[src/rtl/id_stage.sv]
// RV32I instruction decode stage: IF/ID register, decode, branch/jump resolution, ID/EX register.
// Ports: fetch in (i_inst*), stall in, rs index out / forwarded data in, redirect out, illegal out, o_ex_* ID/EX bundle.
module id_stage #(
    parameter logic [31:0] RESET_ADDR = 32'h00000000
) (
    input  logic        i_clk,
    input  logic        i_rst,
    input  logic        i_inst_valid,
    input  logic [31:0] i_inst,
    input  logic [31:0] i_fetch_pc,
    input  logic        i_stall,
    output logic [4:0]  o_rs1_raddr,
    output logic [4:0]  o_rs2_raddr,
    input  logic [31:0] i_rs1_rdata,
    input  logic [31:0] i_rs2_rdata,
    output logic        o_pc_redirect,
    output logic [31:0] o_pc_redirect_target,
    output logic        o_illegal,
    output logic        o_ex_valid,
    output logic [31:0] o_ex_pc,
    output logic [31:0] o_ex_rs1_data,
    output logic [31:0] o_ex_rs2_data,
    output logic [31:0] o_ex_imm,
    output logic [4:0]  o_ex_rd,
    output logic [3:0]  o_ex_alu_op,
    output logic        o_ex_alu_src_imm,
    output logic        o_ex_alu_src_pc,
    output logic        o_ex_mem_ren,
    output logic        o_ex_mem_wen,
    output logic [2:0]  o_ex_mem_funct3,
    output logic        o_ex_reg_wen,
    output logic [1:0]  o_ex_wb_sel
);

    localparam logic [6:0] OP_LUI    = 7'b0110111;
    localparam logic [6:0] OP_AUIPC  = 7'b0010111;
    localparam logic [6:0] OP_JAL    = 7'b1101111;
    localparam logic [6:0] OP_JALR   = 7'b1100111;
    localparam logic [6:0] OP_BRANCH = 7'b1100011;
    localparam logic [6:0] OP_LOAD   = 7'b0000011;
    localparam logic [6:0] OP_STORE  = 7'b0100011;
    localparam logic [6:0] OP_IMM    = 7'b0010011;
    localparam logic [6:0] OP_REG    = 7'b0110011;
    localparam logic [6:0] OP_FENCE  = 7'b0001111;
    localparam logic [6:0] OP_SYSTEM = 7'b1110011;
    localparam logic [31:0] NOP      = 32'h00000013;

    logic        if_valid;
    logic [31:0] if_inst;
    logic [31:0] if_pc;

    logic [6:0] opcode;
    logic [4:0] rd;
    logic [2:0] f3;
    logic       f7b5;

    assign opcode      = if_inst[6:0];
    assign rd          = if_inst[11:7];
    assign f3          = if_inst[14:12];
    assign f7b5        = if_inst[30];
    assign o_rs1_raddr = if_inst[19:15];
    assign o_rs2_raddr = if_inst[24:20];

    logic is_lui, is_auipc, is_jal, is_jalr, is_branch;
    logic is_load, is_store, is_opimm, is_op, is_nop_class, legal;

    assign is_lui       = (opcode == OP_LUI);
    assign is_auipc     = (opcode == OP_AUIPC);
    assign is_jal       = (opcode == OP_JAL);
    assign is_jalr      = (opcode == OP_JALR);
    assign is_branch    = (opcode == OP_BRANCH);
    assign is_load      = (opcode == OP_LOAD);
    assign is_store     = (opcode == OP_STORE);
    assign is_opimm     = (opcode == OP_IMM);
    assign is_op        = (opcode == OP_REG);
    // FENCE and SYSTEM are accepted but retire without side effects
    assign is_nop_class = (opcode == OP_FENCE) || (opcode == OP_SYSTEM);
    assign legal = is_lui | is_auipc | is_jal | is_jalr | is_branch |
                   is_load | is_store | is_opimm | is_op | is_nop_class;

    logic [31:0] imm_i, imm_s, imm_b, imm_u, imm_j;

    assign imm_i = {{20{if_inst[31]}}, if_inst[31:20]};
    assign imm_s = {{20{if_inst[31]}}, if_inst[31:25], if_inst[11:7]};
    assign imm_b = {{19{if_inst[31]}}, if_inst[31], if_inst[7],
                    if_inst[30:25], if_inst[11:8], 1'b0};
    assign imm_u = {if_inst[31:12], 12'b0};
    assign imm_j = {{11{if_inst[31]}}, if_inst[31], if_inst[19:12],
                    if_inst[20], if_inst[30:21], 1'b0};

    logic [31:0] d_imm;
    logic [3:0]  d_alu_op;
    logic        d_src_imm, d_src_pc, d_ren, d_wen, d_wr;
    logic [1:0]  d_wb;

    always_comb begin
        d_imm     = 32'b0;
        d_alu_op  = {1'b0, f3};
        d_src_imm = 1'b0;
        d_src_pc  = 1'b0;
        d_ren     = 1'b0;
        d_wen     = 1'b0;
        d_wr      = 1'b0;
        d_wb      = 2'd0;
        unique case (1'b1)
            is_lui: begin
                d_imm = imm_u; d_alu_op = 4'd0;
                d_src_imm = 1'b1; d_wr = 1'b1; d_wb = 2'd3;
            end
            is_auipc: begin
                d_imm = imm_u; d_alu_op = 4'd0;
                d_src_imm = 1'b1; d_src_pc = 1'b1; d_wr = 1'b1;
            end
            is_jal: begin
                d_imm = imm_j; d_alu_op = 4'd0;
                d_wr = 1'b1; d_wb = 2'd2;
            end
            is_jalr: begin
                d_imm = imm_i; d_src_imm = 1'b1;
                d_wr = 1'b1; d_wb = 2'd2;
            end
            is_branch: d_imm = imm_b;
            is_load: begin
                d_imm = imm_i; d_alu_op = 4'd0; d_src_imm = 1'b1;
                d_ren = 1'b1; d_wr = 1'b1; d_wb = 2'd1;
            end
            is_store: begin
                d_imm = imm_s; d_alu_op = 4'd0;
                d_src_imm = 1'b1; d_wen = 1'b1;
            end
            is_opimm: begin
                d_imm = imm_i; d_src_imm = 1'b1; d_wr = 1'b1;
                // only SRAI carries funct7[5] among immediate ops
                d_alu_op = {(f3 == 3'b101) & f7b5, f3};
            end
            is_op: begin
                d_alu_op = {f7b5, f3}; d_wr = 1'b1;
            end
            default: ;
        endcase
    end

    logic taken;

    always_comb begin
        taken = 1'b0;
        case (f3)
            3'b000: taken = (i_rs1_rdata == i_rs2_rdata);
            3'b001: taken = (i_rs1_rdata != i_rs2_rdata);
            3'b100: taken = ($signed(i_rs1_rdata) < $signed(i_rs2_rdata));
            3'b101: taken = ($signed(i_rs1_rdata) >= $signed(i_rs2_rdata));
            3'b110: taken = (i_rs1_rdata < i_rs2_rdata);
            3'b111: taken = (i_rs1_rdata >= i_rs2_rdata);
            default: taken = 1'b0;
        endcase
    end

    logic        active;
    logic        dec_valid;
    logic [31:0] jalr_sum;

    assign active    = if_valid & ~i_stall;
    assign dec_valid = if_valid & legal;
    assign jalr_sum  = i_rs1_rdata + d_imm;

    assign o_pc_redirect = active & (is_jal | is_jalr | (is_branch & taken));
    assign o_pc_redirect_target = is_jalr ? (jalr_sum & 32'hFFFFFFFE)
                                          : (if_pc + d_imm);
    assign o_illegal = active & ~legal;

    always_ff @(posedge i_clk or posedge i_rst) begin
        if (i_rst) begin
            if_valid <= 1'b0;
            if_inst  <= NOP;
            if_pc    <= RESET_ADDR;
        end else if (!i_stall) begin
            // anything fetched alongside a redirect is wrong-path
            if_valid <= i_inst_valid & ~o_pc_redirect;
            if_inst  <= i_inst;
            if_pc    <= i_fetch_pc;
        end
    end

    always_ff @(posedge i_clk or posedge i_rst) begin
        if (i_rst) begin
            o_ex_valid       <= 1'b0;
            o_ex_pc          <= RESET_ADDR;
            o_ex_rs1_data    <= 32'b0;
            o_ex_rs2_data    <= 32'b0;
            o_ex_imm         <= 32'b0;
            o_ex_rd          <= 5'b0;
            o_ex_alu_op      <= 4'b0;
            o_ex_alu_src_imm <= 1'b0;
            o_ex_alu_src_pc  <= 1'b0;
            o_ex_mem_ren     <= 1'b0;
            o_ex_mem_wen     <= 1'b0;
            o_ex_mem_funct3  <= 3'b0;
            o_ex_reg_wen     <= 1'b0;
            o_ex_wb_sel      <= 2'b0;
        end else if (i_stall) begin
            o_ex_valid   <= 1'b0;
            o_ex_mem_ren <= 1'b0;
            o_ex_mem_wen <= 1'b0;
            o_ex_reg_wen <= 1'b0;
        end else begin
            o_ex_valid       <= dec_valid;
            o_ex_pc          <= if_pc;
            o_ex_rs1_data    <= i_rs1_rdata;
            o_ex_rs2_data    <= i_rs2_rdata;
            o_ex_imm         <= d_imm;
            o_ex_rd          <= rd;
            o_ex_alu_op      <= d_alu_op;
            o_ex_alu_src_imm <= d_src_imm;
            o_ex_alu_src_pc  <= d_src_pc;
            o_ex_mem_ren     <= dec_valid & d_ren;
            o_ex_mem_wen     <= dec_valid & d_wen;
            o_ex_mem_funct3  <= f3;
            o_ex_reg_wen     <= dec_valid & d_wr & (rd != 5'd0);
            o_ex_wb_sel      <= d_wb;
        end
    end

endmodule

[config.mk]
export PLATFORM = sky130hd
export DESIGN_NAME = id_stage
export DESIGN_NICKNAME = d
export VERILOG_FILES = /design/src/rtl/id_stage.sv
export SDC_FILE = /design/constraint.sdc
export NUM_CORES = 1
export LEC_CHECK = 0
export CAP_MARGIN = 20
export CORE_ASPECT_RATIO = 0.6
export CORE_MARGIN = 5
export CORE_UTILIZATION = 30
export CTS_CLUSTER_SIZE = 20
export DETAILED_ROUTE_END_ITERATION = 6
export PLACE_DENSITY_LB_ADDON = 0.1
export SETUP_SLACK_MARGIN = 0.15
export SLEW_MARGIN = 0
export SYNTH_ARGS = -nofsm -noshare
export SYNTH_HDL_FRONTEND = slang
export SYNTH_SLANG_ARGS = --single-unit
[constraint.sdc]
create_clock -name i_clk -period 19.5 [get_ports i_clk]
set_clock_uncertainty 0.2 [all_clocks]
set_input_delay 1.95 -clock i_clk [delete_from_list [all_inputs] [get_ports i_clk]]
set_output_delay 1.95 -clock i_clk [all_outputs]
set_load 0.02 [all_outputs]
# Yosys cells after proc, flatten, opt, wreduce, memory -nomap -nowiden

Index checks and enable logic that the tools add are counted.

Register bits after elaboration: 213
Latch bits: 0
Memory bits (writable): 0
Memory bits (read-only): 0
Bits of input ports: 132
Output and inout port bits: 192
Word-level logic and storage cells: 89
Memories: 0

Add/sub/neg operators: 2
Multiply operators: 0
Div/mod/pow operators: 0
$lt $le $gt $ge: 4
Eq/ne operators: 18
Shift-type cells: 0
Mux-type cells: 14
Bitwise gates (word level): 25
Reductions and logical operators: 9

Operators by type and width:

| kind                                          | count |
|---|---|
| case mux 32 bit (5 select lines)              | 1 |
| adder 32 bit                                  | 2 |
| >= comparator 32 bit                          | 2 |
| less-than comparator 32 bit                   | 2 |
| == test 32 bit                                | 1 |
| two-way mux 32 bit                            | 1 |
| != test 32 bit                                | 1 |
| == test 7 bit, second input constant          | 4 |
| == test 7 x 6 -> 1 bit, second input constant | 3 |
| == test 7 x 5 -> 1 bit, second input constant | 2 |
| == test 3 bit, second input constant          | 4 |
| case mux 4 bit (3 select lines)               | 1 |
| bitwise AND 1 bit                             | 11 |
| OR 1 bit                                      | 11 |
| two-way mux 1 bit                             | 9 |
| == test 7 x 2 -> 1 bit, second input constant | 1 |
| == test 7 x 4 -> 1 bit, second input constant | 1 |
| OR reduction 7 bit                            | 1 |
| case mux 1 bit (6 select lines)               | 1 |
| case mux 2 bit (3 select lines)               | 1 |
| OR reduction 6 bit                            | 1 |
| nonzero test 5 bit                            | 1 |
| OR reduction 5 bit                            | 1 |
| OR reduction 2 bit                            | 2 |
| 5 further kinds                               | 7 |

# Longest topological paths before layout

Depth in word-level cells: 14
Mapped depth: 20
Mapped depth without buffers: 17

# Worst setup path after synthesis

Ideal clock, no wire load.

Kind: input to output
From: in i_rs1_rdata[1]
To: out o_pc_redirect_target[30]
Arrival: 4.299 ns
Required time: 17.350 ns
Slack: 13.051 ns
Stages: 12
Buffers on the path: 0
Cells stage by stage: inv_1 fa_1 nor2b_1 o211ai_1 a21boi_1 o21ai_0 a211oi_1 nor2_1 o31ai_1 o31a_1 xnor2_1 mux2i_1

Longest elaborated chain between the ends: 2

Ends and longest elaborated chain:

| item               | line | source |
|---|---|---|
| start: declaration | 14   | `input logic [31:0] i_rs1_rdata,` |
| adder 32 bit       | 164  | `assign jalr_sum = i_rs1_rdata + d_imm;` |
| two-way mux 32 bit | 167  | `assign o_pc_redirect_target = is_jalr ? (jalr_sum & 32'hFFFFFFFE)` |
| end: declaration   | 17   | `output logic [31:0] o_pc_redirect_target,` |

No other way between the ends.

# Worst setup path in the final report

From: reg if_inst[5]
To: out o_pc_redirect_target[28]

Longest elaborated chain between the ends: 5
Elaborated cells on any way between the ends: 14
Those cells by class: add/sub: 2; eq/ne: 8; mux: 2; reduce/logical: 2

Ends and longest elaborated chain:

| item                                                                      | line     | source |
|---|---|---|
| start: declaration                                                        | 49       | `logic [31:0] if_inst;` |
| start signal: assignment                                                  | 179      | `if_inst <= i_inst;` |
| == test 7 bit, or another cell as far along                               | 70       | `assign is_jalr = (opcode == OP_JALR);` |
| OR reduction 3 bit (no source line) or OR reduction 2 bit (tied branches) | --       |  |
| case mux 32 bit (5 select lines) (*)                                      | 105      | `unique case (1'b1)` |
| net d_imm[0]                                                              | 91       | `logic [31:0] d_imm;` |
| adder 32 bit, on equally long branches                                    | 168, 164 |  |
| two-way mux 32 bit (*)                                                    | 167      |  |

The timed path passes the listed nets; every way through them passes the cells marked *.

==> results.sh <==
export IMPL_finalCritPeriodShare_pct=43.0
export IMPL_maxSlewViolCount=0
export IMPL_async_reset_ff_share_pct=100
export IMPL_viasPerCell=4.93
export IMPL_muxShareOfSynthArea_pct=14.8
export IMPL_stdcell_area_sq_um=17200
export IMPL_wl_per_cell_um=20.7
export IMPL_postRouteAntennaNets=0
export IMPL_worstHoldPathType="reg2reg"
export IMPL_seq_area_frac_synth_pct=42.0
export IMPL_layout_common_cells="clkdlybuf4s50_1, dfrtp_1, mux2_2"
export IMPL_synth_xor_area_share_pct=3.44
export IMPL_start_util_pct=30.4
export IMPL_final_util_pct=41.2
export IMPL_cap_viol_max_count=0
export IMPL_holdBufCountCts=0
export IMPL_worst_setup_path_type="reg2out"
export IMPL_h_tree_depth=1
export IMPL_dieArea_sq_um=46700
export IMPL_crit_path_start_kind="register"
export IMPL_outcome="complete, but fails checks"
export IMPL_clk_pin_slew_ns=0.06
export IMPL_max_slew_margin_pct=31.6
export IMPL_grt_pass1_vias=10500
export IMPL_numCtsBuffers=23
export IMPL_fp_coreArea_sq_um=41900
export IMPL_grt_max_degree=104
export IMPL_worst_path_max_delay_cell="clkdlybuf4s50_1"
export IMPL_overflow=0
export IMPL_ir_drop_mv=0.0476
export IMPL_synth_ff_type="dfrtp_1"
export IMPL_cts_sinks=213
export IMPL_yosysWarnings=0
export IMPL_final_cells=2112
export IMPL_port_buffers=323
export IMPL_endpoint_kind="output pin"
export IMPL_rsz0062_at_grt="no"
export IMPL_post_cts_buffers=0
export IMPL_placed_cells=2071
export IMPL_crit_required_ns=17.35
export IMPL_violations="design-rule violations"
export IMPL_cp_num_buf_inv=2
export IMPL_hold_violations=0
export IMPL_synth_seq_cells=213
export IMPL_wirelength_mm=43.8
export IMPL_critPathMaxStageDelay_ns=0.65
export IMPL_cts_root_buf="clkbuf_16"
export IMPL_io_pins=324
export IMPL_final_nets=1753
export IMPL_insertion_delay_ns=0.54
export IMPL_arrival_ns=6.23
export IMPL_die_x_um=276
export IMPL_synth_edf_count=0
export IMPL_synth_distinct_cells=71
export IMPL_syn_cell_area_sq_um=12700
export IMPL_placed_area_sq_um=16500
export IMPL_dp_hpwl_mm=34.1
export IMPL_synth_compound_area_share_pct=15.8
export IMPL_cp_cell_sequence="nand2b_1 > or3_1 > o32ai_1 > ha_1 > inv_1 > fa_1 > nand2b_1 > a21oi_2 > o211ai_2 > a2111o_1 > a21oi_1 > o2111ai_2 > nand3b_2 > a31oi_1 > or4b_1 > nand3_1 > clkdlybuf4s50_1"
export IMPL_crit_family="compound AO/OA/AOI/OAI gates"
export IMPL_drive_gt1_share_pct=15.2
export IMPL_synth_simple_gate_area_share_pct=10.6
export IMPL_tns_ns=0
export IMPL_holdWs_ns=0.279
export IMPL_finalCriticalPeriod_ns=8.38
export IMPL_synthTopCellsByArea="dfrtp_1, mux2_2, ha_1, a21o_1, o21ai_0"
export IMPL_diodes=0
export IMPL_cts_resized=0
export IMPL_place_congestion=0.843
export IMPL_synth_nets=1459
export IMPL_power_density_nw_per_um2=78.5
export IMPL_layout_commonest_cell="clkdlybuf4s50_1"
export IMPL_drc_errors=2
export IMPL_synth_top_area_cell="dfrtp_1"
export IMPL_synth_top_area_share_pct=41.3
export IMPL_synth_top_family_by_area="compound AO/OA/AOI/OAI gates"
export IMPL_grt_use_total_pct=18.2
export IMPL_fmax_mhz=119
export IMPL_setup_viol=0
export IMPL_grt_pass1_wl_mm=65.6
export IMPL_cts_tree="yes"
export IMPL_synth_avg_cell_area_sq_um=10.3
export IMPL_antenna_found_initial=0
export IMPL_cts_buffer_depth=3
export IMPL_p_leak_uw=0.00778
export IMPL_drt_iter0_markers=593
export IMPL_fp_row_count=58
export IMPL_cp_max_fo=13
export IMPL_r2r_slack_ns=16.36
export IMPL_areaGrowthSynthToFinish_pct=35.6
export IMPL_cp_common_cell="nand2b_1"
export IMPL_drt_pass1_iter_count=7
export IMPL_dr_total_vias=10400
export IMPL_worstMarginPinSlew_ns=1.03
export IMPL_synth_cells=1232
export IMPL_synthAdderAreaFrac_pct=9.47
export IMPL_die_h_um=169
tightest hold or removal path, delay by kind of cell (launching register included):
family / cells / cell delay, ns
flip-flops: 1 / 0.34
AO/OA/AOI/OAI: 1 / 0.06
AND/OR/NAND/NOR: 1 / 0.05
flip-flops by register name, indices dropped and copies added (netlist names), 2 cells and up:
register,count
o_ex_pc,32
o_ex_rd,5
if_inst,32
o_ex_imm,32
o_ex_rs2_data,32
o_ex_alu_op,4
o_ex_mem_funct3,3
o_ex_rs1_data,32
o_ex_wb_sel,2
if_pc,32
through the flow:
stage               power (uW)  setup WS [ns]
floorplan                  721          11.53
global placement           891          11.37
detailed placement         893          11.37
CTS                       1370          11.11
global route              1420          10.74
finish                    1350          11.12
final timing paths:
check	start	end	cells past startpoint
max reg2reg	if_inst[5]	o_ex_imm[21]	7
max in group asynchronous	i_rst	o_ex_imm[26]	4
min in group asynchronous	i_rst	o_ex_rs2_data[14]	2
max	if_inst[5]	o_pc_redirect_target[28]	17
min	o_ex_rs2_data[5]	o_ex_rs2_data[5]	2
min reg2reg	o_ex_rs2_data[5]	o_ex_rs2_data[5]	2
routing by layer:
layer	global-route usage (%)	vias to the layer above	wire, um
met1	25.9	5101	21100
met4	2.69	0	614
met5	0	-	0
met3	4.11	38	2560
met2	29.0	250	19600
li1	-	5018	-
power breakdown:
part / internal, uW / switching, uW
Clock: 275 / 196
Sequential: 484 / 33.8
Combinational: 174 / 189
Total: 934 / 418
kinds of logic (layout without fill, tap and decap cells):
logic type / after synthesis / count (layout)
AOI/OAI and AO/OA: 314 / 314
xor gates and xnor gates: 50 / 50
adders and majority gates: 95 / 95
buffers and inverters: 119 / 429
DFF: 213 / 213
muxes: 167 / 167
and+or+nand+nor: 274 / 274
cell usage after synthesis (all sizes together), types with 6 or more instances:
cell    instances
o21a            6
nand2         108
dfrtp         210
nand3          17
a21oi          80
a211oi         16
nand4          21
clkbuf         48
nor3           15
nor2           46
mux2          163
and2           12
or3             7
xor2           21
buf            16
xnor2          29
inv            55
a21o           59
o21ai          92
ha             93
o21bai         11
o211ai          7
nand2b         15
nor2b           8
final cells by class:
| cell class | count | area, sq um |
|---|---|---|
| fillers | 4114 | 24600 |
| multi-input cells | 900 | 6890 |
| flip-flops and latches | 213 | 5330 |
| repair buffers | 333 | 3310 |
| well taps | 570 | 713 |
| clock buffers | 31 | 616 |
| inverters | 55 | 214 |
| clock inverters | 10 | 156 |
Note: power is estimated with default switching activity, not from simulation.
